<file path="src/rtl/pe_trace_pkg.sv">
// Shared token field layout and record helpers for the PE trace capture unit.
package pe_trace_pkg;

  localparam int TOKEN_W    = 36;
  localparam int VBL_HI     = 35;
  localparam int VBL_LO     = 33;
  localparam int CTRL_BIT   = 32;
  localparam int VAL_HI     = 31;
  localparam int DROP_CNT_W = 16;

  // Width-independent core of a trace record; channel id and timestamp wrap it.
  typedef struct packed {
    logic [2:0]  vbl;
    logic [31:0] value;
  } trace_rec_t;

  function automatic trace_rec_t tok_payload(input logic [TOKEN_W-1:0] tok);
    trace_rec_t rec;
    rec.vbl   = tok[VBL_HI:VBL_LO];
    rec.value = tok[VAL_HI:0];
    return rec;
  endfunction

  function automatic logic tok_qualifies(input logic [TOKEN_W-1:0] tok);
    return (tok[VBL_HI:VBL_LO] != 3'b000) && !tok[CTRL_BIT];
  endfunction

endpackage

</file>
<file path="src/rtl/pe_trace_fifo.sv">
// First-word-fall-through FIFO with occupancy output; head is shown straight from storage.
module pe_trace_fifo #(
  parameter int WIDTH = 8,
  parameter int DEPTH = 4,
  localparam int AW = $clog2(DEPTH)
) (
  input  logic             clk,
  input  logic             reset,
  input  logic             clear,
  input  logic             wr_en,
  input  logic [WIDTH-1:0] wr_data,
  output logic             rd_valid,
  input  logic             rd_ready,
  output logic [WIDTH-1:0] rd_data,
  output logic [AW:0]      fill,
  output logic             full
);

  logic [WIDTH-1:0] mem [DEPTH];
  logic [AW-1:0]    wr_ptr_reg;
  logic [AW-1:0]    rd_ptr_reg;
  logic [AW:0]      count_reg;
  logic             push;
  logic             pop;

  assign full     = (count_reg == (AW+1)'(DEPTH));
  assign rd_valid = (count_reg != '0);
  assign fill     = count_reg;
  assign push     = wr_en && !full;
  assign pop      = rd_valid && rd_ready;
  // Empty FIFO presents zero so the head never exposes stale storage.
  assign rd_data  = rd_valid ? mem[rd_ptr_reg] : '0;

  always_ff @(posedge clk) begin
    if (push) begin
      mem[wr_ptr_reg] <= wr_data;
    end
  end

  always_ff @(posedge clk or negedge reset) begin
    if (!reset) begin
      wr_ptr_reg <= '0;
      rd_ptr_reg <= '0;
      count_reg  <= '0;
    end else if (clear) begin
      wr_ptr_reg <= '0;
      rd_ptr_reg <= '0;
      count_reg  <= '0;
    end else begin
      if (push) wr_ptr_reg <= wr_ptr_reg + 1'b1;
      if (pop)  rd_ptr_reg <= rd_ptr_reg + 1'b1;
      case ({push, pop})
        2'b10:   count_reg <= count_reg + 1'b1;
        2'b01:   count_reg <= count_reg - 1'b1;
        default: count_reg <= count_reg;
      endcase
    end
  end

endmodule

</file>
<file path="src/rtl/pe_trace_capture.sv">
// Captures qualifying PE_Outport0 tokens with channel id and timestamp into a trace FIFO.
// Optional per-channel masking is built when TRACE_CHAN_MASK_EN is defined.
module pe_trace_capture
  import pe_trace_pkg::*;
#(
  parameter int NUM_CH = 8,
  parameter int DEPTH  = 64,
  parameter int TS_W   = 16,
  localparam int CH_W  = (NUM_CH > 1) ? $clog2(NUM_CH) : 1,
  localparam int REC_W = CH_W + 3 + 32 + TS_W
) (
  input  logic                      clk,
  input  logic                      reset,
  input  logic                      enable,
  input  logic                      clear,
  input  logic [TOKEN_W*NUM_CH-1:0] tok_in,
`ifdef TRACE_CHAN_MASK_EN
  input  logic [NUM_CH-1:0]         chan_mask,
`endif
  output logic                      rd_valid,
  input  logic                      rd_ready,
  output logic [REC_W-1:0]          rd_data,
  output logic [$clog2(DEPTH):0]    fill,
  output logic [NUM_CH-1:0]         ovf,
  output logic [DROP_CNT_W-1:0]     drop_cnt
);

  localparam int HOLD_W = 35 + TS_W;

  logic [TS_W-1:0]       ts_reg;
  logic [CH_W-1:0]       rr_ptr_reg;
  logic                  hold_valid_reg [NUM_CH];
  logic [HOLD_W-1:0]     hold_data_reg  [NUM_CH];
  logic [NUM_CH-1:0]     ovf_reg;
  logic [DROP_CNT_W-1:0] drop_cnt_reg;

  logic [NUM_CH-1:0]     qualify;
  logic [NUM_CH-1:0]     grant_onehot;
  logic [NUM_CH-1:0]     drop_vec;
  logic                  grant_valid;
  logic [CH_W-1:0]       grant_idx;
  logic [CH_W-1:0]       rr_ptr_next;
  logic                  fifo_full;
  logic [5:0]            n_drop;
  logic [DROP_CNT_W:0]   drop_sum;

  genvar gi;
  generate
    for (gi = 0; gi < NUM_CH; gi++) begin : g_chan
`ifdef TRACE_CHAN_MASK_EN
      assign qualify[gi] = enable && !chan_mask[gi] && tok_qualifies(tok_in[gi*TOKEN_W +: TOKEN_W]);
`else
      assign qualify[gi] = enable && tok_qualifies(tok_in[gi*TOKEN_W +: TOKEN_W]);
`endif
      assign grant_onehot[gi] = grant_valid && (grant_idx == CH_W'(gi));
      // A granted hold frees this edge, so a new token refills it instead of dropping.
      assign drop_vec[gi] = qualify[gi] && hold_valid_reg[gi] && !grant_onehot[gi];
    end
  endgenerate

  always_comb begin
    grant_valid = 1'b0;
    grant_idx   = '0;
    for (int i = 0; i < NUM_CH; i++) begin
      int idx;
      idx = int'(rr_ptr_reg) + i;
      if (idx >= NUM_CH) idx = idx - NUM_CH;
      if (!grant_valid && !fifo_full && hold_valid_reg[CH_W'(idx)]) begin
        grant_valid = 1'b1;
        grant_idx   = CH_W'(idx);
      end
    end
  end

  assign rr_ptr_next = (grant_idx == CH_W'(NUM_CH - 1)) ? '0 : grant_idx + 1'b1;
  assign n_drop      = 6'($countones(drop_vec));
  assign drop_sum    = {1'b0, drop_cnt_reg} + (DROP_CNT_W+1)'(n_drop);

  always_ff @(posedge clk or negedge reset) begin
    if (!reset) begin
      ts_reg       <= '0;
      rr_ptr_reg   <= '0;
      ovf_reg      <= '0;
      drop_cnt_reg <= '0;
      for (int k = 0; k < NUM_CH; k++) begin
        hold_valid_reg[k] <= 1'b0;
        hold_data_reg[k]  <= '0;
      end
    end else if (clear) begin
      ts_reg       <= '0;
      ovf_reg      <= '0;
      drop_cnt_reg <= '0;
      for (int k = 0; k < NUM_CH; k++) begin
        hold_valid_reg[k] <= 1'b0;
      end
    end else begin
      if (enable) ts_reg <= ts_reg + 1'b1;
      if (grant_valid) rr_ptr_reg <= rr_ptr_next;
      ovf_reg      <= ovf_reg | drop_vec;
      drop_cnt_reg <= drop_sum[DROP_CNT_W] ? {DROP_CNT_W{1'b1}} : drop_sum[DROP_CNT_W-1:0];
      for (int k = 0; k < NUM_CH; k++) begin
        if (qualify[k] && (!hold_valid_reg[k] || grant_onehot[k])) begin
          hold_valid_reg[k] <= 1'b1;
          hold_data_reg[k]  <= {tok_payload(tok_in[k*TOKEN_W +: TOKEN_W]), ts_reg};
        end else if (grant_onehot[k]) begin
          hold_valid_reg[k] <= 1'b0;
        end
      end
    end
  end

  pe_trace_fifo #(
    .WIDTH (REC_W),
    .DEPTH (DEPTH)
  ) u_fifo (
    .clk      (clk),
    .reset    (reset),
    .clear    (clear),
    .wr_en    (grant_valid),
    .wr_data  ({grant_idx, hold_data_reg[grant_idx]}),
    .rd_valid (rd_valid),
    .rd_ready (rd_ready),
    .rd_data  (rd_data),
    .fill     (fill),
    .full     (fifo_full)
  );

  assign ovf      = ovf_reg;
  assign drop_cnt = drop_cnt_reg;

endmodule

</file>
<file path="config.mk">
export PLATFORM = sky130hd
export DESIGN_NAME = pe_trace_capture
export DESIGN_NICKNAME = d
export VERILOG_FILES = /design/src/rtl/pe_trace_pkg.sv /design/src/rtl/pe_trace_fifo.sv /design/src/rtl/pe_trace_capture.sv
export SDC_FILE = /design/constraint.sdc
export NUM_CORES = 2
export LEC_CHECK = 0
export CORE_MARGIN = 5
export CORE_UTILIZATION = 36
export DETAILED_ROUTE_END_ITERATION = 6
export GPL_TIMING_DRIVEN = 0
export PLACE_DENSITY = 0.62
export RECOVER_POWER = 100
export SLEW_MARGIN = 20
export SYNTH_ARGS = -nofsm -noshare
export SYNTH_HDL_FRONTEND = slang
export SYNTH_SLANG_ARGS = --single-unit
export TNS_END_PERCENT = 20
</file>
<file path="constraint.sdc">
create_clock -name clk -period 9.4 [get_ports clk]
set_input_delay 0.94 -clock clk [delete_from_list [all_inputs] [get_ports clk]]
set_output_delay 0.94 -clock clk [all_outputs]
set_load 0.01 [all_outputs]
</file>
==> reports/results.txt <==
skew final: 58.04 ps
Die X: 664.2 um
violation count after the first detailed-route iteration: 8979
post-synthesis cell count: 6800
Synth Area per Inst: 22.65 sq um
max-cap violation count: 151
clock tree buffer depth: 4
vias in the first global route: 80220
via density per instance: 5.549
Hold Fails Final Rpt: 0
prevailing post-synth register cell: edfxtp_1
All-Layer GR Usage: 19.33%
Post-synth ARST share: 12.15%
largest family of logic cells by synthesized area: multiplexers
CP max stage cell: clkbuf_1
Initial Util: 36.10%
largest net degree at the start of global routing: 103
I/O pin count: 379
distinct cell type count of the synthesized netlist: 68
port bufs: 377
synth top area cells: edfxtp_1, mux4_2, dfrtp_1, mux2_2, mux2i_1
max-slew violation count: 2355
final setup fails: 0
post-synthesis compound-gate area fraction: 1.063%
Routed met3 length: 45.42 mm
max reg flops: 3456
xor/xnor cell area share of the yosys netlist: 0.2599%
Synth Cell Area: 154100 sq um
yosys warns: 0
Die ar.: 441100 sq um
Nets: 8265
violated checks: DRC, capacitance limit, slew limit
Worst path max stage delay: 630 ps
WP data arrival: 9840 ps
critical path endpoint category: register
CP Max Fanout: 10
GRT overflow: 0
crit path time final: 9031 ps
Max Clock Freq: 110.7 MHz
required time of the critical path: 10210 ps
met2 routed WL: 208.9 mm
Worst Setup Start Kind: register
Synthesized Nets: 7119
final period utilization: 96.07%
drt total wl: 436.1 mm
setup bufs post-CTS: 0
initial antenna violation count: 88
cell mode on critical path: fa_1
M1 WL: 165.6 mm
drt wl/cell: 31.14 um
DR DRC count: 4
post-route ant nets: 0
root buf cell: clkbuf_16
Area Overhead vs Synth: 16.79%
Seq cells post-synth: 3934
mux cell area share after synthesis: 20.90%
Die H: 664.2 um
Post-Synth Simple-Gate Area: 1.272%
worst hold path type: register to register
max layer used: met5
area leader, netlist: edfxtp_1
placeable core area: 426700 sq um
share of cells above drive strength 1: 26.91%
HPWL after DPL: 316.2 mm
EDFF count, synth: 3456
clk_lat worst skew: 980 ps
register area share after synthesis: 75.13%
RSZ-0062 raised after global routing: no
final setup TNS: 0 ps
Clock Sinks: 3934
Crit Path Class: register to register
Slew HR: -211.0%
Slew @ Worst Pin: 4665 ps
CTS buffer count: 390
routed via count: 77720
htree depth: 5
clock-pin slew of the registers on the worst-case setup and hold paths: 60 ps
Post-Synth Adder-Cell Area: 0.2404%
num rows: 240
CTS tree: done
Placer Congestion: 0.8763
status: finished, violations left
Synth top area share: 67.37%
DR pass1 iterations: 7
first-pass GRT wire length: 612.2 mm
## repair_timing
action | CTS | global route
endpoints found under the hold margin | 57 | 0
hold buffers | 1 | 0
endpoints found under the setup margin | 0 | 13
resized for setup | 0 | 2
## layer usage
layer / GRT usage [%] / vias up
met5: 0 / -
met3: 4.643 / 777
met4: 5.860 / 70
li1: - / 30990
met1: 25.82 / 41920
met2: 31.51 / 3963
## final timing paths
| path | start | end | slack, ps | depth (start not counted) |
|---|---|---|---|---|
| hold / removal | hold_data_reg[259]$_DFFE_PN0P_ | hold_data_reg[259]$_DFFE_PN0P_ | 490 | 1 |
| setup / recovery | rr_ptr_reg[1]$_DFFE_PN0P_ | drop_cnt[7]$_DFF_PN0_ | 370 | 31 |
| max in group asynchronous | reset | hold_data_reg[289]$_DFFE_PN0P_ | 1680 | 5 |
| setup reg to reg | rr_ptr_reg[1]$_DFFE_PN0P_ | drop_cnt[7]$_DFF_PN0_ | 370 | 31 |
| min in group asynchronous | reset | drop_cnt[7]$_DFF_PN0_ | 1610 | 2 |
| hold reg to reg | hold_data_reg[259]$_DFFE_PN0P_ | hold_data_reg[259]$_DFFE_PN0P_ | 490 | 1 |
## logic make-up after synthesis
logic type | Yosys count
fa+ha+maj | 26
flops | 3934
xor+xnor | 44
mux | 1737
buf+inv | 431
compound gates | 203
simple gates | 425
## synth_stat cells (3+ instances only)
master	count
edfxtp_1	3456
mux4_2	1142
dfrtp_1	478
mux2_2	326
clkbuf_1	236
mux2i_1	181
nand2_1	149
nor2_1	133
mux2_1	88
buf_1	86
buf_2	64
nor2b_1	61
a221oi_1	52
a32o_1	52
a21oi_1	37
inv_1	29
xor2_1	24
ha_1	20
xnor2_1	18
nand3_1	15
nor3_1	14
o21ai_0	12
nand4_1	11
a21o_1	9
and3_1	9
buf_4	9
fa_1	6
nand2b_1	6
or2_2	6
nand3b_1	5
a31oi_1	4
inv_2	4
o22ai_1	4
a21boi_0	3
a21oi_2	3
nand4b_1	3
o211ai_1	3
o311ai_0	3
or3_1	3
## final cells by class
class	count	area [sq um]
Tap cell	5687	7116
Timing Repair Buffer	754	5783
Inverter	33	128.9
Clock buffer	489	10500
Fill cell	36580	246800
Buffer	398	1683
Clock inverter	230	2315
Antenna cell	45	112.6
Sequential cell	3934	115700
Multi-Input combinational cell	2435	36540
## placed cells by master (no fill, tap or decap), types with 13 or more instances in the layout
master	instances
nand3_1	15
nand2_1	149
a32o_1	52
clkinvlp_4	16
diode_2	45
edfxtp_1	3456
bufinv_16	39
a221oi_1	52
clkdlybuf4s50_1	291
xnor2_1	18
clkinv_1	70
nor3_1	15
buf_2	48
clkbuf_16	401
mux2_1	90
dfrtp_1	478
nor2_1	133
mux2i_1	181
xor2_1	24
clkinv_2	80
mux4_2	1142
dlygate4sd3_1	86
clkbuf_8	13
clkbuf_1	641
nor2b_1	61
inv_1	29
a21oi_1	40
clkbuf_2	75
buf_16	16
ha_1	20
mux2_2	324
buf_1	41
## per-stage QoR
step / instances / hold WS [ps] / setup WS (ps) / cell area [sq um] / util, %
detailed placement: 13240 / 474.8 / 171.8 / 173400 / 40.63
CTS: 13960 / 459.7 / 92.38 / 186200 / 43.63
global route: 13970 / 501.1 / 3.643 / 179800 / 42.14
global placement: 12860 / 467.3 / -13030 / 164900 / 38.65
floorplan: 6800 / 457.4 / 1905 / 154100 / -
finish: 14010 / 485.4 / 369.4 / 179900 / 42.16
## worst max-delay path, delay by kind of cell, from the launching register on
kind	cells	cell delay, ps
DFF	1	390
adders and majority gates	7	2760
buffers and inverters	10	2420
AOI/OAI and AO/OA	6	1630
and+or+nand+nor	6	970
muxes	2	690
Power is not shown: default switching activity piles up to over one toggle a cycle in this logic, so the estimate is an artifact.
